--- src/rtl/mmio_io_hub.sv ---
// Memory-mapped I/O hub: LED output registers, debounced switch inputs
// and a free-running 32-bit timer with compare interrupt in a 64-byte window.
module mmio_io_hub #(
  parameter logic [31:0] BASE_ADDR       = 32'hFFFF_FC00,
  parameter int          N_LED_CH        = 2,
  parameter int          N_SW_CH         = 2,
  parameter int          LED_W           = 16,
  parameter int          SW_W            = 16,
  parameter int          DEBOUNCE_CYCLES = 100000
) (
  input  logic                      clock,
  input  logic                      rst,
  input  logic                      io_rd,
  input  logic                      io_wr,
  input  logic [31:0]               addr,
  input  logic [31:0]               wdata,
  output logic [31:0]               rdata,
  output logic                      hit,
  input  logic [N_SW_CH*SW_W-1:0]   switches,
  output logic [N_LED_CH*LED_W-1:0] leds,
  output logic                      irq
);

  localparam int CW =
    (DEBOUNCE_CYCLES > 1) ? $clog2(DEBOUNCE_CYCLES) : 1;
  localparam logic [CW-1:0] CNT_MAX = CW'(DEBOUNCE_CYCLES - 1);

  localparam logic [3:0] OFF_SW0    = 4'h4;
  localparam logic [3:0] OFF_TCOUNT = 4'h8;
  localparam logic [3:0] OFF_TCMP   = 4'h9;
  localparam logic [3:0] OFF_STATUS = 4'hA;

  logic [3:0] off;
  logic       wr_en;
  logic       rd_en;
  logic       unused_addr_bits;

  logic [N_LED_CH-1:0][LED_W-1:0] led_q, led_d;

  logic [N_SW_CH-1:0][SW_W-1:0] sync1_q, sync2_q;
  logic [N_SW_CH-1:0][SW_W-1:0] stable_q, stable_d;
  logic [N_SW_CH-1:0][CW-1:0]   cnt_q, cnt_d;

  logic [31:0] tcount_q, tcount_d;
  logic [31:0] tcmp_q, tcmp_d;
  logic        flag_q, flag_d;
  logic        irqen_q, irqen_d;

  logic [31:0] rd_val;
  logic [31:0] rdata_q, rdata_d;

  assign off   = addr[5:2];
  assign hit   = (addr[31:6] == BASE_ADDR[31:6]);
  assign wr_en = io_wr & hit;
  assign rd_en = io_rd & hit;

  assign unused_addr_bits = ^addr[1:0];

  assign leds  = led_q;
  assign rdata = rdata_q;
  assign irq   = flag_q & irqen_q;

  always_comb begin
    led_d = led_q;
    for (int i = 0; i < N_LED_CH; i++) begin
      if (wr_en && off == 4'(i)) begin
        led_d[i] = wdata[LED_W-1:0];
      end
    end
  end

  // Change is accepted once sync has differed from stable for
  // DEBOUNCE_CYCLES edges; the count is not restarted if sync moves again.
  always_comb begin
    stable_d = stable_q;
    cnt_d    = '0;
    for (int j = 0; j < N_SW_CH; j++) begin
      if (sync2_q[j] != stable_q[j]) begin
        if (cnt_q[j] == CNT_MAX) begin
          stable_d[j] = sync2_q[j];
        end else begin
          cnt_d[j] = cnt_q[j] + CW'(1);
        end
      end
    end
  end

  always_comb begin
    tcount_d = tcount_q + 32'd1;
    tcmp_d   = tcmp_q;
    flag_d   = flag_q;
    irqen_d  = irqen_q;
    if (wr_en && off == OFF_TCOUNT) begin
      tcount_d = wdata;
    end
    if (wr_en && off == OFF_TCMP) begin
      tcmp_d = wdata;
    end
    if (wr_en && off == OFF_STATUS) begin
      if (wdata[0]) begin
        flag_d = 1'b0;
      end
      irqen_d = wdata[1];
    end
    // A match on the same edge as a clear keeps the flag set.
    if (tcount_q == tcmp_q) begin
      flag_d = 1'b1;
    end
  end

  always_comb begin
    rd_val = '0;
    for (int i = 0; i < N_LED_CH; i++) begin
      if (off == 4'(i)) begin
        rd_val = 32'(led_q[i]);
      end
    end
    for (int j = 0; j < N_SW_CH; j++) begin
      if (off == OFF_SW0 + 4'(j)) begin
        rd_val = 32'(stable_q[j]);
      end
    end
    if (off == OFF_TCOUNT) begin
      rd_val = tcount_q;
    end
    if (off == OFF_TCMP) begin
      rd_val = tcmp_q;
    end
    if (off == OFF_STATUS) begin
      rd_val = {30'd0, irqen_q, flag_q};
    end
  end

  always_comb begin
    rdata_d = rdata_q;
    if (rd_en) begin
      rdata_d = rd_val;
    end
  end

  always_ff @(posedge clock or posedge rst) begin
    if (rst) begin
      led_q    <= '0;
      sync1_q  <= '0;
      sync2_q  <= '0;
      stable_q <= '0;
      cnt_q    <= '0;
      tcount_q <= '0;
      tcmp_q   <= 32'hFFFF_FFFF;
      flag_q   <= 1'b0;
      irqen_q  <= 1'b0;
      rdata_q  <= '0;
    end else begin
      led_q    <= led_d;
      sync1_q  <= switches;
      sync2_q  <= sync1_q;
      stable_q <= stable_d;
      cnt_q    <= cnt_d;
      tcount_q <= tcount_d;
      tcmp_q   <= tcmp_d;
      flag_q   <= flag_d;
      irqen_q  <= irqen_d;
      rdata_q  <= rdata_d;
    end
  end

endmodule

--- config.mk ---
export PLATFORM = sky130hd
export DESIGN_NAME = mmio_io_hub
export DESIGN_NICKNAME = d
export VERILOG_FILES = /design/src/rtl/mmio_io_hub.sv
export SDC_FILE = /design/constraint.sdc
export NUM_CORES = 1
export LEC_CHECK = 0
export BUFFER_PORTS_ARGS = -buffer_cell sky130_fd_sc_hd__buf_2
export CAP_MARGIN = 20
export CORE_UTILIZATION = 45
export CTS_BUF_LIST = sky130_fd_sc_hd__clkbuf_4 sky130_fd_sc_hd__clkbuf_8
export DETAILED_ROUTE_END_ITERATION = 7
export PLACE_DENSITY_LB_ADDON = 0.05
export SYNTH_ARGS = -nofsm -noshare
export SYNTH_HDL_FRONTEND = slang
export SYNTH_SLANG_ARGS = --single-unit
--- constraint.sdc ---
create_clock -name clock -period 7.85 [get_ports clock]
set_clock_uncertainty 0.05 [all_clocks]
set_input_delay 0.785 -clock clock [delete_from_list [all_inputs] [get_ports clock]]
set_output_delay 0.785 -clock clock [all_outputs]
set_load 0.01 [all_outputs]
Word level (Yosys, flattened, before mapping):

Index checks and enable logic that the tools add are counted.

* reductions and logical operators: 11
* equal/unequal tests: 12
* add/subtract/negate cells: 3
* multiplexer cells: 15
* bitwise operators: 3

Operators by type and width (count)
* two-way mux 32 bit: 7
* two-way mux 17 bit: 4
* adder 17 x 1 -> 17 bit (second input constant): 2
* equality test 17 bit (second input constant): 2
* adder 32 x 1 -> 32 bit (second input constant): 1
* equality test 32 bit: 1
* != test 16 bit: 2
* equality test 26 bit (second input constant): 1
* two-way mux 16 bit: 1
* equality test 4 bit (second input constant): 3
* equality test 4 x 3 -> 1 bit (second input constant): 2
* AND reduction 2 bit: 3
* logical AND 1 bit: 5
* equality test 4 x 1 -> 1 bit (second input constant): 1
* zero test 4 bit: 1
* nonzero test 2 bit: 2
* bitwise AND 1 bit: 3
* two-way mux 1 bit: 3

* register bits: 260
* word-level logic and storage cells: 59
* bits of input ports: 100
* output and inout port bits: 66

Longest topological paths before layout:

* depth in word-level cells: 8
* mapped depth: 7
* mapped depth without buffers: 6

Worst setup path before layout:

OpenSTA, ideal clock, no wires.

* path type: in2reg
* start point: in addr[7]
* end point: reg led_q, in the netlist leds[16]
* arrival time: 2413 ps
* slack: 5260 ps
* data required time: 7673 ps
* stages: 7
* path through: or4b_4 -> nor4_4 -> and4_1 -> buf_4 -> nand2_2 -> buf_6 -> mux2_1

* cells in the longest elaborated chain, start to end: 3

Ends and longest elaborated chain
* start: declaration: RTL line 15 `input logic [31:0] addr,`
* equality test 26 bit: RTL line 53 `assign hit = (addr[31:6] == BASE_ADDR[31:6]);`
* bitwise AND 1 bit: RTL line 54 `assign wr_en = io_wr & hit;`
* logical AND 1 bit: RTL line 66 `if (wr_en && off == 4'(i)) begin`
* end signal: assignment: RTL line 154 `led_q <= led_d;`
* end: declaration: RTL line 38 `logic [N_LED_CH-1:0][LED_W-1:0] led_q, led_d;`

Every way passes these cells.
A chain may end at the register's enable or synchronous reset.

Worst setup path after layout:

* start point: in addr[2]
* end point: reg tcmp_q[5]

* cells in the longest elaborated chain, start to end: 2

Ends and longest elaborated chain
* equality test 4 bit: RTL line 96 `if (wr_en && off == OFF_TCMP) begin`
* logical AND 1 bit: RTL line 96
* end signal: assignment: RTL line 160 `tcmp_q <= tcmp_d;`
* end: declaration: RTL line 45 `logic [31:0] tcmp_q, tcmp_d;`

Every way passes these cells.

==> results.py <==
metrics = {
    "floorplanning": {
        "die_y_um": 162,
        "initial_core_util_pct": 45.7,
        "rows": 58,
        "coreArea_um2": 25000,
        "die_w_um": 162,
        "ios": 166,
        "die_area_um2": 26100,
    },
    "placement": {
        "place_congestion": 0.813,
        "dpl.cell_count": 1437,
        "port_buffers": 163,
        "place_area_um2": 12600,
        "preCtsSetupSlack_ns": 4.33,
        "place_hpwl_mm": 20.0,
    },
    "final_layout": {
        "final_cells": 1518,
        "area_growth_pct": 18.3,
        "mostFrequentLayoutCell": "dfrtp_1",
        "drive_above_1_share_pct": 29.3,
        "nets": 1256,
        "mostFrequentLayoutCells": "228 x dfrtp_1, 163 x buf_2, 87 x nor2_1",
        "design_area_um2": 13500,
        "post-route-util_pct": 54.1,
    },
    "synthesis": {
        "ys_async_sr_fraction_pct": 100,
        "synth_nets": 1087,
        "synthFlopType": "dfrtp_1",
        "netlist_area_um2": 11500,
        "synthTopCellsByArea": "dfrtp_1 50%, dfstp_2 7.3%, xnor2_1 5.1%",
        "synth.avg_cell_area_um2": 11.6,
        "synth-seq-cells": 260,
        "synth_cell_types": 50,
        "synth_area_leader_cell": "dfrtp_1",
        "synth-edff-count": 0,
        "ys.warnings.count": 0,
        "synthesis.instances": 984,
        "synth-seq-area-share_pct": 57.2,
        "yosys.area.top_type_share_pct": 49.8,
    },
    "clocking": {
        "cts_root_buf": "clkbuf_8",
        "worstSkewPairLatency_ns": 0.55,
        "cts_buffer_depth": 3,
        "htree_levels": 2,
        "postCtsSetupBuffers": 0,
        "cts_made_buffers": 44,
        "cts_hold_buf": 0,
        "post_cts_resized": 0,
        "clock-sinks": 260,
        "cts_tree": "done",
        "clk_pin_slew_worst_paths_ns": 0.06,
    },
    "hold_path": {
        "hold_class": "in -> async",
    },
    "sta": {
        "whs_ns": 0.278,
        "setup_ws_ns": 4.89,
        "period_share_pct": 37.7,
        "setup_viol": 0,
        "fin_crit_ns": 2.96,
        "hold_viol": 0,
        "drv_slew": 0,
        "worst_pin_slew_ns": 1.04,
        "rsz0062_at_grt": "no",
        "max_freq_mhz": 338,
        "setup_tns_ns": 0,
        "relSlewSlack_pct": 30.5,
    },
    "detailed_routing": {
        "drt-vias-per-instance": 5.28,
        "drt_iter0_drc": 480,
        "drc": 0,
        "wire_per_inst_um": 18.8,
        "drtPass1Iterations": 5,
        "vias": 8017,
        "drt_wl_total_mm": 28.5,
        "detail-route-antenna-nets": 0,
    },
    "setup_path": {
        "cp.arrival_ns": 3.37,
        "crit_required_ns": 8.26,
        "cp-end-kind": "flip-flop",
        "path_class": "in -> reg",
        "crit_fanout": 32,
        "start_kind": "primary input",
    },
    "pwr": {
        "p_leak_nw": 6.39,
        "vdd_drop_max_mv": 0.162,
        "p_per_area_nw_per_um2": 208,
        "finalPower_mw": 2.81,
    },
    "grt": {
        "grt_max_degree": 176,
        "grt_usage_pct": 22.7,
        "gr-total-overflow": 0,
        "grt_pass1_vias": 8313,
        "antenna_found_initial": 0,
        "grt_pass1_wl_mm": 45.6,
    },
    "run_status": {
        "status": "finished, final reports clean",
    },
    "run": {
        "maxCapViolations": 0,
    },
}
-- cell families after synthesis --
family	synth area share, %
AO/OA/AOI/OAI	7.44
XOR/XNOR	9.48
adder cells (fa/ha/maj)	0.328
buffers and inverters	2.22
flip-flops	57.2
multiplexers	10.2
AND/OR/NAND/NOR	13.2
-- synthesized netlist by cell type, drive strengths merged, types with 5 or more instances --
| master | count |
|---|---|
| a21oi | 43 |
| a22oi | 39 |
| and2 | 5 |
| and3 | 13 |
| and4 | 9 |
| buf | 12 |
| clkbuf | 38 |
| dfrtp | 228 |
| dfstp | 32 |
| inv | 10 |
| mux2 | 100 |
| nand2 | 62 |
| nand3 | 38 |
| nand3b | 5 |
| nand4 | 27 |
| nor2 | 87 |
| nor3 | 16 |
| nor4 | 18 |
| o211ai | 8 |
| o21ai | 30 |
| xnor2 | 67 |
| xor2 | 57 |
-- per-layer routing --
layer | global-route usage [%] | routed length (µm) | vias to the layer above
met3 | 5.06 | 1460 | 36
met4 | 6.35 | 544 | 0
met2 | 38.2 | 14000 | 163
met5 | 0 | 0 | -
li1 | - | - | 3830
met1 | 29.4 | 12500 | 3988
-- sequential cells by signal (all words and copies together), names as in the netlist --
name and flops:
cnt_q 34, leds 32, rdata 32, stable_q 32, sync1_q 32, sync2_q 32, tcmp_q 32, tcount_q 32
flag_q 1, irqen_q 1
-- layout make-up --
| cell class | count | area [µm²] |
|---|---|---|
| Antenna cell | 1 | 2.50 |
| Clock buffer | 70 | 882 |
| Clock inverter | 10 | 82.6 |
| Fill cell | 2331 | 11500 |
| Inverter | 10 | 41.3 |
| Multi-Input combinational cell | 664 | 4680 |
| Sequential cell | 260 | 6550 |
| Tap cell | 330 | 413 |
| Timing Repair Buffer | 173 | 903 |
-- final timing paths --
| check | start | end | slack, ns | cells after the start |
|---|---|---|---|---|
| min | rst | rdata[30] | 0.28 | 2 |
| min reg2reg | sync1_q[1] | sync2_q[1] | 0.29 | 0 |
| max reg2reg | sync2_q[29] | stable_q[16] | 5.40 | 5 |
| max | addr[2] | tcmp_q[5] | 4.89 | 4 |
| min in group clock | switches[31] | sync1_q[31] | 0.29 | 1 |
| max in group asynchronous | rst | sync1_q[14] | 6.05 | 3 |
-- critical path, stage by stage --
cell      delay [ns]
buf_2           0.37
and4bb_2        0.88
nand2_2         0.76
mux2_1          0.55
-- power by group --
part           leakage, nW  total (mW)  internal (mW)  switching [mW]
logic                 2.55       0.116         0.0459          0.0704
registers             3.33        1.41           1.38          0.0315
clock network        0.508        1.29          0.747           0.543
total                 6.39        2.81           2.17           0.644
(Power assumes the default switching activity.)
